--- config.mk ---
export PLATFORM = sky130hd
export DESIGN_NAME = ram_block_mover_flat
export DESIGN_NICKNAME = d
export VERILOG_FILES = /design/src/rtl/ram_block_mover_if.sv /design/src/rtl/ram_block_mover.sv /design/src/flat_wrapper.sv
export SDC_FILE = /design/constraint.sdc
export NUM_CORES = 1
export LEC_CHECK = 0
export ABC_CLOCK_PERIOD_IN_PS = 2000
export CAP_MARGIN = 25
export CORE_MARGIN = 5
export CORE_UTILIZATION = 30
export CTS_CLUSTER_DIAMETER = 120
export DETAILED_ROUTE_END_ITERATION = 8
export PLACE_DENSITY = 0.59
export SLEW_MARGIN = 20
export SYNTH_ARGS = -nofsm -noshare
export SYNTH_HDL_FRONTEND = slang
export SYNTH_SLANG_ARGS = --single-unit
--- constraint.sdc ---
create_clock -name CLK -period 2 [get_ports CLK]
set_input_delay 0.5 -clock CLK [delete_from_list [all_inputs] [get_ports CLK]]
set_output_delay 0.5 -clock CLK [all_outputs]
set_load 0.005 [all_outputs]
--- src/rtl/ram_block_mover_if.sv ---
// Bus between the block mover (master) and the command-processing RAM slave port.
// A transfer completes in any cycle where M_EX_REQ and M_EX_ACK are both high.
interface ram_block_mover_if #(
  parameter int AW = 5
) ();
  logic          M_EX_REQ;
  logic [AW-1:0] M_ADDR;
  logic [2:0]    M_CMD;
  logic [7:0]    M_D_WR;
  logic          M_EX_ACK;
  logic [7:0]    M_D_RD;

  modport master (
    output M_EX_REQ, M_ADDR, M_CMD, M_D_WR,
    input  M_EX_ACK, M_D_RD
  );

  modport slave (
    input  M_EX_REQ, M_ADDR, M_CMD, M_D_WR,
    output M_EX_ACK, M_D_RD
  );
endinterface

--- src/rtl/ram_block_mover.sv ---
// Block FILL / COPY engine: turns one START command into a sequence of RAM bus
// transfers and reports completion with a single DONE pulse. All outputs registered.
module ram_block_mover #(
  parameter int AW = 5
) (
  input  logic                CLK,
  input  logic                RST,
  input  logic                START,
  input  logic                OP,
  input  logic [AW-1:0]       SRC,
  input  logic [AW-1:0]       DST,
  input  logic [AW:0]         LEN,
  input  logic [7:0]          FILL_VAL,
  output logic                BUSY,
  output logic                DONE,
  ram_block_mover_if.master   m
);

  typedef enum logic [1:0] {
    S_IDLE = 2'd0,
    S_RD   = 2'd1,
    S_WR   = 2'd2,
    S_FIN  = 2'd3
  } state_t;

  localparam logic [2:0] CMD_RD = 3'd0;
  localparam logic [2:0] CMD_WR = 3'd1;

  state_t        state_q, state_d;
  logic          op_q, op_d;
  logic [AW-1:0] src_q, src_d;
  logic [AW-1:0] dst_q, dst_d;
  logic [AW:0]   cnt_q, cnt_d;
  logic [7:0]    fill_q, fill_d;
  logic [7:0]    data_q, data_d;
  logic          busy_q, busy_d;
  logic          done_q, done_d;
  logic          req_q, req_d;
  logic [AW-1:0] addr_q, addr_d;
  logic [2:0]    cmd_q, cmd_d;
  logic [7:0]    dwr_q, dwr_d;
  logic          xfer_s;

  assign xfer_s = req_q & m.M_EX_ACK;

  // Next-state and next-output computation; bus outputs are set up one cycle
  // ahead so every port is driven straight from a flop.
  always_comb begin
    state_d = state_q;
    op_d    = op_q;
    src_d   = src_q;
    dst_d   = dst_q;
    cnt_d   = cnt_q;
    fill_d  = fill_q;
    data_d  = data_q;
    busy_d  = busy_q;
    done_d  = 1'b0;
    req_d   = req_q;
    addr_d  = addr_q;
    cmd_d   = cmd_q;
    dwr_d   = dwr_q;
    case (state_q)
      S_IDLE: begin
        if (START) begin
          op_d   = OP;
          src_d  = SRC;
          dst_d  = DST;
          cnt_d  = LEN;
          fill_d = FILL_VAL;
          busy_d = 1'b1;
          if (LEN == {(AW+1){1'b0}}) begin
            state_d = S_FIN;
            done_d  = 1'b1;
          end else if (OP) begin
            state_d = S_RD;
            req_d   = 1'b1;
            addr_d  = SRC;
            cmd_d   = CMD_RD;
          end else begin
            state_d = S_WR;
            req_d   = 1'b1;
            addr_d  = DST;
            cmd_d   = CMD_WR;
            dwr_d   = FILL_VAL;
          end
        end else begin
          busy_d = 1'b0;
        end
      end
      S_RD: begin
        if (xfer_s) begin
          data_d  = m.M_D_RD;
          src_d   = src_q + AW'(1);
          state_d = S_WR;
          addr_d  = dst_q;
          cmd_d   = CMD_WR;
          dwr_d   = m.M_D_RD;
        end else begin
          state_d = S_RD;
        end
      end
      S_WR: begin
        if (xfer_s) begin
          dst_d = dst_q + AW'(1);
          cnt_d = cnt_q - (AW+1)'(1);
          // Last element: drop REQ and raise DONE together on entry to FIN.
          if (cnt_q == (AW+1)'(1)) begin
            state_d = S_FIN;
            req_d   = 1'b0;
            done_d  = 1'b1;
          end else if (op_q) begin
            state_d = S_RD;
            addr_d  = src_q;
            cmd_d   = CMD_RD;
          end else begin
            state_d = S_WR;
            addr_d  = dst_q + AW'(1);
            dwr_d   = fill_q;
          end
        end else begin
          state_d = S_WR;
        end
      end
      S_FIN: begin
        state_d = S_IDLE;
        busy_d  = 1'b0;
      end
      default: begin
        state_d = S_IDLE;
        busy_d  = 1'b0;
        req_d   = 1'b0;
      end
    endcase
  end

  // State and output registers with synchronous reset that aborts any command.
  always_ff @(posedge CLK) begin
    if (RST) begin
      state_q <= S_IDLE;
      op_q    <= 1'b0;
      src_q   <= {AW{1'b0}};
      dst_q   <= {AW{1'b0}};
      cnt_q   <= {(AW+1){1'b0}};
      fill_q  <= 8'h00;
      data_q  <= 8'h00;
      busy_q  <= 1'b0;
      done_q  <= 1'b0;
      req_q   <= 1'b0;
      addr_q  <= {AW{1'b0}};
      cmd_q   <= 3'd0;
      dwr_q   <= 8'h00;
    end else begin
      state_q <= state_d;
      op_q    <= op_d;
      src_q   <= src_d;
      dst_q   <= dst_d;
      cnt_q   <= cnt_d;
      fill_q  <= fill_d;
      data_q  <= data_d;
      busy_q  <= busy_d;
      done_q  <= done_d;
      req_q   <= req_d;
      addr_q  <= addr_d;
      cmd_q   <= cmd_d;
      dwr_q   <= dwr_d;
    end
  end

  assign BUSY       = busy_q;
  assign DONE       = done_q;
  assign m.M_EX_REQ = req_q;
  assign m.M_ADDR   = addr_q;
  assign m.M_CMD    = cmd_q;
  assign m.M_D_WR   = dwr_q;

endmodule

--- src/flat_wrapper.sv ---
// flat-port wrapper written by rule: the top's interface ports become plain ports
module ram_block_mover_flat 
#(
  parameter int AW = 5
)
  (CLK, RST, START, OP, SRC, DST, LEN, FILL_VAL, BUSY, DONE, m_M_EX_REQ, m_M_ADDR, m_M_CMD, m_M_D_WR, m_M_EX_ACK, m_M_D_RD);
  ram_block_mover_if #(.AW(AW)) m_i ();
  input  logic CLK;
  input  logic RST;
  input  logic START;
  input  logic OP;
  input  logic [AW-1:0] SRC;
  input  logic [AW-1:0] DST;
  input  logic [AW:0] LEN;
  input  logic [7:0] FILL_VAL;
  output logic BUSY;
  output logic DONE;
  output wire logic [$bits(m_i.M_EX_REQ)-1:0] m_M_EX_REQ;
  output wire logic [$bits(m_i.M_ADDR)-1:0] m_M_ADDR;
  output wire logic [$bits(m_i.M_CMD)-1:0] m_M_CMD;
  output wire logic [$bits(m_i.M_D_WR)-1:0] m_M_D_WR;
  input wire logic [$bits(m_i.M_EX_ACK)-1:0] m_M_EX_ACK;
  input wire logic [$bits(m_i.M_D_RD)-1:0] m_M_D_RD;
  assign m_M_EX_REQ = m_i.M_EX_REQ;
  assign m_M_ADDR = m_i.M_ADDR;
  assign m_M_CMD = m_i.M_CMD;
  assign m_M_D_WR = m_i.M_D_WR;
  assign m_i.M_EX_ACK = m_M_EX_ACK;
  assign m_i.M_D_RD = m_M_D_RD;
  ram_block_mover #(.AW(AW)) u_core (.CLK(CLK), .RST(RST), .START(START), .OP(OP), .SRC(SRC), .DST(DST), .LEN(LEN), .FILL_VAL(FILL_VAL), .BUSY(BUSY), .DONE(DONE), .m(m_i));
endmodule
## After elaboration in Yosys (flattened, before gate mapping)

Cells that the tools add are included.

- Word-level logic and storage cells: 95
- Output and inout port bits: 19
- Register bits after elaboration: 46
- Input bits: 37

- Reductions and logical operators: 13
- Equality and inequality tests: 13
- Add/subtract/negate cells: 3
- Bitwise logic cells: 1
- Muxes and demuxes: 53

Operators by type and width:

| cell | count |
|---|---|
| 8-bit 2-to-1 mux | 7 |
| 5-bit 2-to-1 mux | 11 |
| 8-bit case mux with 3 select lines | 1 |
| 5-bit case mux with 2 select lines | 2 |
| 3-bit 2-to-1 mux | 6 |
| 5-bit case mux with 3 select lines | 1 |
| 2-bit 2-to-1 mux | 7 |
| 6-bit 2-to-1 mux | 2 |
| 6-bit case mux with 2 select lines | 1 |
| 5-bit by 1-bit adder with 5-bit output (second input constant) | 2 |
| 1-bit 2-to-1 mux | 10 |
| 2-bit != test (second input constant) | 5 |
| 3-bit case mux with 3 select lines | 1 |
| 2-bit by 1-bit != test with 1-bit output (second input constant) | 4 |
| 2-bit case mux with 4 select lines | 1 |
| 8-bit AND reduction | 1 |
| 7-bit AND reduction | 1 |
| 6-bit by 1-bit == test with 1-bit output (second input constant) | 1 |
| 6-bit zero test | 1 |
| 1-bit case mux with 2 select lines | 3 |
| 3-bit AND reduction | 2 |
| 6-bit AND reduction | 1 |
| 2-bit nonzero test | 3 |
| 6-bit by 1-bit subtractor with 6-bit output (second input constant) | 1 |
| other kinds (7) | 8 |

## Logic depth before layout (Yosys ltp)

Gate-level depths: netlist of the first run.

- Depth after elaboration: 5
- Gate-level depth with buffers: 8
- Mapped depth without buffers: 6

## Worst setup path after synthesis of the first run

OpenSTA, ideal clock, no wires.

- Path type: reg2reg
- From: register u_core.state_q[0]
- To: register u_core.dst_q[2]
- Required time: 1.867 ns
- Stages on the path, launching flop included: 9
- Setup time: 0.133 ns
- Path buffers: 2
- Arrival: 1.711 ns
- Path slack: 0.156 ns
- Period minus slack after synthesis: 1.844 ns
- Path through: dfxtp_1 inv_1 ha_1 nor2b_1 buf_6 or3_1 clkbuf_1 o21ai_0 a31oi_1

- Word-level cells in the longest chain between the ends: 3
- Elaborated cells between the ends (all ways): 7
- Those cells by class: eq/ne: 3; mux: 1; reduce/logical: 3

Ends and longest elaborated chain:

| item | RTL line | text |
|---|---|---|
| start: declaration | ram_block_mover.sv:29 | `state_t state_q, state_d;` |
| start signal: assignment | ram_block_mover.sv:153 | `state_q <= state_d;` |
| 2-bit == test / 2-bit zero test (equally long branches) | ram_block_mover.sv:62 | `case (state_q)` |
| 2-bit by 1-bit != test with 1-bit output (no line), or another cell as far along | n/a |  |
| 3-bit AND reduction (no line) | n/a |  |
| end signal: assignment | ram_block_mover.sv:142 | `dst_q <= {AW{1'b0}};` |
| end signal: assignment | ram_block_mover.sv:156 | `dst_q <= dst_d;` |
| end: declaration | ram_block_mover.sv:32 | `logic [AW-1:0] dst_q, dst_d;` |

Several ways; a longest one is shown, not always the timed one.
A chain may end at the register's enable or synchronous reset.

## Final worst setup path of the first run

- From: input port LEN[1]
- To: register u_core.state_q[0]

- Word-level cells in the longest chain between the ends: 4

Ends and longest elaborated chain:

| item | RTL line | text |
|---|---|---|
| start: declaration | flat_wrapper.sv:14 | `input logic [AW:0] LEN;` |
| 6-bit zero test | ram_block_mover.sv:71 | `if (LEN == {(AW+1){1'b0}}) begin` |
| 2-bit 2-to-1 mux | ram_block_mover.sv:71 |  |
| 2-bit 2-to-1 mux | ram_block_mover.sv:64 | `if (START) begin` |
| 2-bit case mux with 4 select lines | ram_block_mover.sv:62 |  |

Every way passes these cells. The select of a mux whose other input is x is not followed.

==> results of run 1 <==
==> power by group <==
| part | switching, mW | internal, mW |
|---|---|---|
| registers | 0.311 | 1.20 |
| clock network | 0.308 | 0.237 |
| logic | 1.92 | 1.72 |
==> final cells by class <==
class                           instances  share of cell area, %
Multi-Input combinational cell        269                   46.8
Tap cell                              111                   3.69
Inverter                                7                  0.697
Clock inverter                          2                  0.332
Timing Repair Buffer                   92                   23.3
Sequential cell                        44                   23.4
Clock buffer                            5                   1.83
==> cells in the mapped netlist (6+ instances only) <==
cell	n	area share [%]
nand2_1	47	6.3
dfxtp_1	44	32
a21oi_1	30	5.4
nor2_1	20	2.7
a211oi_1	14	3.8
o21ai_0	14	2.5
clkbuf_1	13	1.8
a22oi_1	9	2.4
ha_1	9	4.1
nand3_1	9	1.6
nand4_1	9	2.0
nor2b_1	9	2.0
inv_1	7	0.95
o311ai_1	7	2.2
a311oi_1	6	1.9
mux2i_1	6	2.2
nand2b_1	6	1.4
==> registers in the layout (all words and copies together), names as in the netlist <==
register           count
u_core.state_q         2
u_core.src_q           5
u_core.DONE            1
u_core.m.M_EX_REQ      1
u_core.dst_q           5
u_core.cnt_q           6
u_core.op_q            1
u_core.m.M_CMD         1
u_core.m.M_D_WR        8
u_core.fill_q          8
u_core.m.M_ADDR        5
u_core.BUSY            1
==> repair_timing <==
item / 4_1_cts / 5_1_grt
resized for setup: 0 / 4
hold buffers: 0 / 0
setup endpoints to repair: 0 / 5
==> kinds of logic (layout without fill, tap and decap cells) <==
family	count (synthesis)	in the layout	synth area share (%)
buf+inv	31	106	5.72
other cells	1	2	0.135
flops	44	44	31.7
fa+ha+maj	9	9	4.05
simple gates	127	127	24.0
compound gates	121	121	30.9
mux	7	7	2.57
xor+xnor	3	3	0.946
==> worst register-to-register path: cells and delay by family (launching register included) <==
family | cells | cell delay [ps]
AOI/OAI and AO/OA | 2 | 760
adders and majority gates | 1 | 230
buffers and inverters | 2 | 220
DFF | 1 | 340
and+or+nand+nor | 2 | 240
==> routing by layer <==
layer	vias up	routed length, um	share of wire (%)	track usage (%)
li1	1429	-	-	-
met4	0	87	1.0	3.89
met3	7	302	3.5	2.43
met2	69	4270	50	26.0
met5	-	0	0	0
met1	1346	3890	46	19.5
==> worst paths after layout <==
path | startpoint | end | cells after the start
worst min-delay path | u_core.fill_q[0] | u_core.fill_q[0] | 2
worst max-delay path | LEN[1] | u_core.state_q[0] | 5
worst max register to register | u_core.state_q[0] | u_core.m.M_D_WR[7] | 7
worst min register to register | u_core.fill_q[0] | u_core.fill_q[0] | 2
==> flow_metrics.env, run 1 <==
export IMPL_status="complete, no violations"
export IMPL_totalPowerFinal_mw=5.70
export IMPL_routed_wl_mm=8.55
export IMPL_netlist_instances=343
export IMPL_setup_viol=0
export IMPL_power_density_nw_per_um2=1510
export IMPL_die_y_um=106
export IMPL_dp_slack_ps=-233
export IMPL_min_path_type="register to register"
export IMPL_multi_input_area_um2=1760
export IMPL_worstPathRequired_ps=2210
export IMPL_grt_first_pass_wirelength_mm=13.7
export IMPL_rsz0062_at_grt="no"
export IMPL_slowest_stage="or4_4"
export IMPL_nets=465
export IMPL_layout_worst_path_cycle_share_pct=96.3
export IMPL_fin_setup_tns_ps=0
export IMPL_path_buf_inv=1
export IMPL_num_io_pins=56
export IMPL_cts_setup_buffers=0
export IMPL_first_pass_iters=4
export IMPL_crit_path_start_kind="input port"
export IMPL_layout_min_cycle_time_ps=1930
export IMPL_ys_seq_area_share_pct=31.7
export IMPL_grt_pass1_vias=2772
export IMPL_synth_main_ff_cell="dfxtp_1"
export IMPL_async_flop_share_pct=0
export IMPL_drive_gt1_share_pct=16.5
export IMPL_tightest_slew_ps=573
export IMPL_initial_core_util_pct=30.4
export IMPL_fillers=933
export IMPL_synth_distinct_cells=65
export IMPL_antenna_found_initial=0
export IMPL_clock_path_buffers=2
export IMPL_diodes=0
export IMPL_finalInstanceArea_um2=3770
export IMPL_cts_sinks=44
export IMPL_synth_area_per_cell_um2=8.10
export IMPL_finish_utilization_pct=41.2
export IMPL_power_leakage_nw=1.39
export IMPL_worst_clock_skew_ps=5.05
export IMPL_ctsHtreeMaxLevel=2
export IMPL_critPathArrivalTime_ps=2140
export IMPL_synth_area_um2=2780
export IMPL_max_slew_margin_pct=61.8
export IMPL_row_count=35
export IMPL_ant_nets=0
export IMPL_ys_ff_latch=44
export IMPL_ir_drop_mv=0.444
export IMPL_worstSkewPairLatency_ps=290
export IMPL_setup_slack_ps=73.8
export IMPL_dp_hpwl_mm=6.37
export IMPL_timing_hold_ws_ps=460
export IMPL_drc=0
export IMPL_die_x_um=106
export IMPL_final_cells=530
export IMPL_layout_common_cells="clkdlybuf4s50_1, nand2_1, dfxtp_1, buf_4, a21oi_1"
export IMPL_routabilityCongestion=0.889
export IMPL_critPathMaxFanout=3
export IMPL_critPathMaxStageDelay_ps=560
export IMPL_dr_first_iter_drc_count=152
export IMPL_crit_path_end_kind="register"
export IMPL_dieArea_um2=11300
export IMPL_placedCellCount=523
export IMPL_synth_edf_count=0
export IMPL_hold_violations=0
export IMPL_max_freq_mhz=519
export IMPL_path_class="input port to register"
export IMPL_portBuffers=53
export IMPL_r2r_slack_ps=100
export IMPL_cts_buffers=5
export IMPL_drv_cap=0
export IMPL_synth_warnings=0
export IMPL_placed_area_um2=3660
export IMPL_clkTransAtPathRegs_ps=80
export IMPL_final_common_cell="clkdlybuf4s50_1"
export IMPL_vias_per_cell=5.38
export IMPL_wl_per_cell_um=16.1
export IMPL_via_count=2851
export IMPL_area_growth_pct=35.6
export IMPL_grt_overflow=0
export IMPL_tritoncts="yes"
export IMPL_drv_slew=0
export IMPL_crit_chain="clkdlybuf4s50_1 > or4_4 > o31a_1 > nor2b_4 > o31ai_1"
export IMPL_regArea_um2=881
export IMPL_grt_max_degree=31
export IMPL_grt_usage_pct=15.1
export IMPL_cts_root_buffer="clkbuf_8"
export IMPL_crit_family="simple AND/OR/NAND/NOR gates"
export IMPL_core_area_um2=9150
No activity file was read; power rests on OpenSTA's default activity.
==> run 2, diff against run 1 <==
CORE_ASPECT_RATIO = 1.25   (was default)
CORE_UTILIZATION = 43   (was 30)
PLACE_DENSITY = 0.77   (was 0.59)
==> flow_metrics.env, run 2 (synthesized netlist as in run 1, its figures left out) <==
export IMPL_antenna_found_initial=0
export IMPL_grt_overflow=0
export IMPL_routed_wl_mm=8.30
export IMPL_dp_hpwl_mm=6.10
export IMPL_via_count=2948
export IMPL_ff2ff_path_depth=8
export IMPL_die_y_um=99.9
export IMPL_drv_slew=0
export IMPL_core_area_um2=6250
export IMPL_worstPathRequired_ps=2210
export IMPL_vias_per_cell=5.86
export IMPL_critical_path_startpoint="u_core.state_q[1]"
export IMPL_finish_utilization_pct=59.8
export IMPL_hold_violations=0
export IMPL_fin_setup_tns_ps=0
export IMPL_ctsHtreeMaxLevel=2
export IMPL_dieArea_um2=8180
export IMPL_power_leakage_nw=1.40
export IMPL_met2_length_mm=4.09
export IMPL_path_class="register to register"
export IMPL_holdPathStages=2
export IMPL_diodes=0
export IMPL_max_freq_mhz=521
export IMPL_layout_min_cycle_time_ps=1920
export IMPL_grt_max_degree=34
export IMPL_crit_path_start_kind="register"
export IMPL_ant_nets=0
export IMPL_finalInstanceArea_um2=3730
export IMPL_status="complete, no violations"
export IMPL_min_path_type="register to register"
export IMPL_portBuffers=53
export IMPL_drc=0
export IMPL_r2r_slack_ps=80
export IMPL_final_common_cell="clkdlybuf4s50_1"
export IMPL_route_top_layer_used="met4"
export IMPL_worst_clock_skew_ps=2.11
export IMPL_drv_cap=0
export IMPL_cts_buffers=5
export IMPL_layout_common_cells="clkdlybuf4s50_1, nand2_1, dfxtp_1, buf_4, a21oi_1"
export IMPL_ir_drop_mv=0.610
export IMPL_grt_usage_pct=20.5
export IMPL_critPathMaxStageDelay_ps=390
export IMPL_routabilityCongestion=0.931
export IMPL_cts_sinks=44
export IMPL_nets=463
export IMPL_cp_common_cell="buf_4"
export IMPL_grt_first_pass_wirelength_mm=13.2
export IMPL_placed_area_um2=3590
export IMPL_placedCellCount=495
export IMPL_crit_chain="inv_1 > ha_1 > nor2b_2 > buf_4 > a211oi_1 > buf_4 > nand3_1 > o32ai_2"
export IMPL_wl_met3_um=498
export IMPL_die_x_um=81.9
export IMPL_min_from="u_core.fill_q[5]"
export IMPL_crit_path_end_kind="register"
export IMPL_slowest_stage="dfxtp_1"
export IMPL_cts_root_buffer="clkbuf_8"
export IMPL_wl_met1_mm=3.44
export IMPL_num_io_pins=56
export IMPL_fillers=579
export IMPL_area_growth_pct=34.3
export IMPL_row_count=32
export IMPL_wl_per_cell_um=16.5
export IMPL_worst_r2r_endpoint="u_core.m.M_ADDR[2]"
export IMPL_max_slew_margin_pct=58.3
export IMPL_critPathMaxFanout=5
export IMPL_clkTransAtPathRegs_ps=80
export IMPL_clock_path_buffers=2
export IMPL_initial_core_util_pct=44.5
export IMPL_tritoncts="yes"
export IMPL_tightest_slew_ps=625
export IMPL_worstSkewPairLatency_ps=290
export IMPL_drive_gt1_share_pct=16.5
export IMPL_reg2reg_from="u_core.state_q[1]"
export IMPL_dr_first_iter_drc_count=307
export IMPL_layout_worst_path_cycle_share_pct=96.0
export IMPL_grt_pass1_vias=2761
export IMPL_critPathArrivalTime_ps=2130
export IMPL_holdPathEnd="u_core.fill_q[5]"
export IMPL_power_density_nw_per_um2=1550
export IMPL_final_cells=503
export IMPL_first_pass_iters=5
export IMPL_setup_viol=0
## run 2: repair_timing
item | 4_1_cts | 5_1_grt
setup buffers | 0 | 0
hold buffers | 0 | 0
gates resized for setup | 0 | 8
endpoints found under the setup margin | 0 | 12
## run 2: area by class of cell
type / instances / area, um^2 / area share (%)
clock buffer: 6 / 72.6 / 1.94
clock inverter: 2 / 35.0 / 0.939
inverter: 7 / 26.3 / 0.704
multi-input combinational: 269 / 1780 / 47.6
sequential: 44 / 881 / 23.6
tap: 85 / 106 / 2.85
timing repair buffer: 90 / 836 / 22.4
## run 2: how the worst max path moves through the flow
stage	end	slack [ps]	cells past startpoint
after floorplan	u_core.dst_q[2]	160	8
after global placement	u_core.state_q[0]	-170	5
after detailed placement	u_core.m.M_ADDR[4]	-240	5
after CTS	u_core.cnt_q[4]	50	8
after global routing	u_core.cnt_q[4]	-6	8
final	u_core.m.M_ADDR[2]	80	8
## run 2: worst max-delay path, delay by kind of cell (launching register included)
kind / cells / cell delay (ps)
flip-flops: 1 / 390
AND/OR/NAND/NOR: 2 / 340
buffers and inverters: 3 / 420
adder cells (fa/ha/maj): 1 / 230
AO/OA/AOI/OAI: 2 / 450
## run 2: through the flow
step	setup slack (ps)	power [mW]	hold slack, ps
floorplan	156	3.64	437
global placement	-174	4.89	442
detailed placement	-242	5.00	449
CTS	45.9	5.70	461
global route	-5.95	6.23	482
finish	80.2	5.80	461
## run 2: layer usage
metal	global-route usage, %	up-vias
li1	-	1420
met1	26.7	1399
met2	32.9	108
met3	3.05	21
met4	9.34	0
met5	0	-
## run 2: power by group
| part | internal [mW] | switching [mW] | leakage (nW) |
|---|---|---|---|
| Clock | 0.371 | 0.311 | 0.0552 |
| Sequential | 1.20 | 0.318 | 0.362 |
| Combinational | 1.66 | 1.95 | 0.982 |
==> run 3, diff against run 2 <==
==> constraint.sdc (replaced) <==
create_clock -name CLK -period 2 [get_ports CLK]
set_input_delay 0.3 -clock CLK [delete_from_list [all_inputs] [get_ports CLK]]
set_output_delay 0.3 -clock CLK [all_outputs]
set_load 0.005 [all_outputs]
==> flow_metrics.env, run 3 (synthesized netlist as in run 1, its figures left out) <==
export IMPL_drc=0
export IMPL_clock_path_buffers=2
export IMPL_ff2ff_path_depth=7
export IMPL_critical_path_startpoint="u_core.state_q[0]"
export IMPL_nets=452
export IMPL_dieArea_um2=8180
export IMPL_wl_per_cell_um=16.3
export IMPL_cts_hold_fix_buffers=0
export IMPL_tightest_slew_ps=584
export IMPL_totalPowerFinal_mw=5.71
export IMPL_multi_input_area_um2=1750
export IMPL_max_slew_margin_pct=61.1
export IMPL_min_from="u_core.fill_q[7]"
export IMPL_grt_first_pass_wirelength_mm=12.9
export IMPL_worstSkewPairLatency_ps=300
export IMPL_drv_cap=0
export IMPL_layout_worst_path_cycle_share_pct=98.6
export IMPL_grt_max_degree=31
export IMPL_dr_first_iter_drc_count=267
export IMPL_ir_drop_mv=0.974
export IMPL_rsz0062_at_grt="yes"
export IMPL_die_y_um=99.9
export IMPL_drv_slew=0
export IMPL_placed_area_um2=3510
export IMPL_hold_violations=0
export IMPL_via_count=2875
export IMPL_cts_sinks=44
export IMPL_drive_gt1_share_pct=13.8
export IMPL_row_count=32
export IMPL_critPathArrivalTime_ps=2150
export IMPL_worst_clock_skew_ps=10.5
export IMPL_initial_core_util_pct=44.5
export IMPL_final_common_cell="clkdlybuf4s50_1"
export IMPL_layout_common_cells="clkdlybuf4s50_1, nand2_1, dfxtp_1, a21oi_1, buf_4"
export IMPL_tritoncts="yes"
export IMPL_power_density_nw_per_um2=1570
export IMPL_cts_buffers=5
export IMPL_min_path_type="register to register"
export IMPL_first_pass_iters=5
export IMPL_routed_wl_mm=8.04
export IMPL_max_freq_mhz=507
export IMPL_clkTransAtPathRegs_ps=90
export IMPL_routabilityCongestion=0.841
export IMPL_critPathMaxFanout=10
export IMPL_ctsHtreeMaxLevel=2
export IMPL_vias_per_cell=5.84
export IMPL_diodes=0
export IMPL_power_leakage_nw=1.33
export IMPL_placedCellCount=484
export IMPL_worstPathRequired_ps=2170
export IMPL_regArea_um2=881
export IMPL_holdPathStages=2
export IMPL_ant_nets=0
export IMPL_final_cells=492
export IMPL_die_x_um=81.9
export IMPL_grt_overflow=0
export IMPL_portBuffers=53
export IMPL_cts_root_buffer="clkbuf_8"
export IMPL_fillers=589
export IMPL_area_growth_pct=31.0
export IMPL_crit_path_start_kind="register"
export IMPL_layout_min_cycle_time_ps=1970
export IMPL_grt_usage_pct=19.9
export IMPL_num_io_pins=56
export IMPL_core_area_um2=6250
export IMPL_finalInstanceArea_um2=3640
export IMPL_status="complete, no violations"
export IMPL_crit_path_end_kind="register"
export IMPL_dp_hpwl_mm=5.91
export IMPL_antenna_found_initial=0
export IMPL_path_class="register to register"
export IMPL_reg2reg_from="u_core.state_q[0]"
export IMPL_setup_viol=0
export IMPL_grt_pass1_vias=2760
## run 3: critical path, stage by stage, from the launching register on
cell      delay, ps
dfxtp_1         340
inv_1            80
ha_1            260
nor2b_1         180
buf_12          140
a211o_2         390
nor2_2          310
a311oi_1        140
## run 3: where the power goes
group          leakage (nW)  total, mW  switching, mW  internal, mW
logic                 0.915       3.48           1.90          1.58
registers             0.362       1.51          0.311          1.20
clock network        0.0548      0.712          0.335         0.377
total                  1.33       5.71           2.55          3.16
## run 3: stage by stage
stage               hold WS [ps]  setup WS (ps)  setup TNS [ps]  util, %
floorplan                    436            156               0        -
global placement             442           24.6               0     56.1
detailed placement           449          -29.5           -29.5     56.1
CTS                          461           56.8               0     58.0
global route                 483          -78.8            -562     58.3
finish                       460           28.8               0     58.3
## run 3: what timing repair did
action | CTS | global route
setup endpoints to repair | 0 | 23
buffers inserted | 0 | 0
resized for setup | 0 | 6
## run 3: path summary, 6_finish.rpt
check / endpoint / slack [ps]
worst max-delay path: u_core.m.M_CMD[0] / 30
worst min-delay path: u_core.fill_q[7] / 460
worst max register to register: u_core.m.M_CMD[0] / 30
worst min register to register: u_core.fill_q[7] / 460
## run 3: final cells by class
class / instances / area share [%]
Clock buffer: 5 / 1.89
Clock inverter: 3 / 1.27
Inverter: 7 / 0.722
Sequential cell: 44 / 24.2
Timing Repair Buffer: 79 / 20.8
Multi-Input combinational cell: 269 / 48.2
Tap cell: 85 / 2.92
## run 3: routing by layer
metal | track usage [%] | part of all wire [%]
met1 | 25.6 | 42
met2 | 32.9 | 50
met3 | 3.50 | 5.0
met4 | 7.42 | 2.4
met5 | 0 | 0
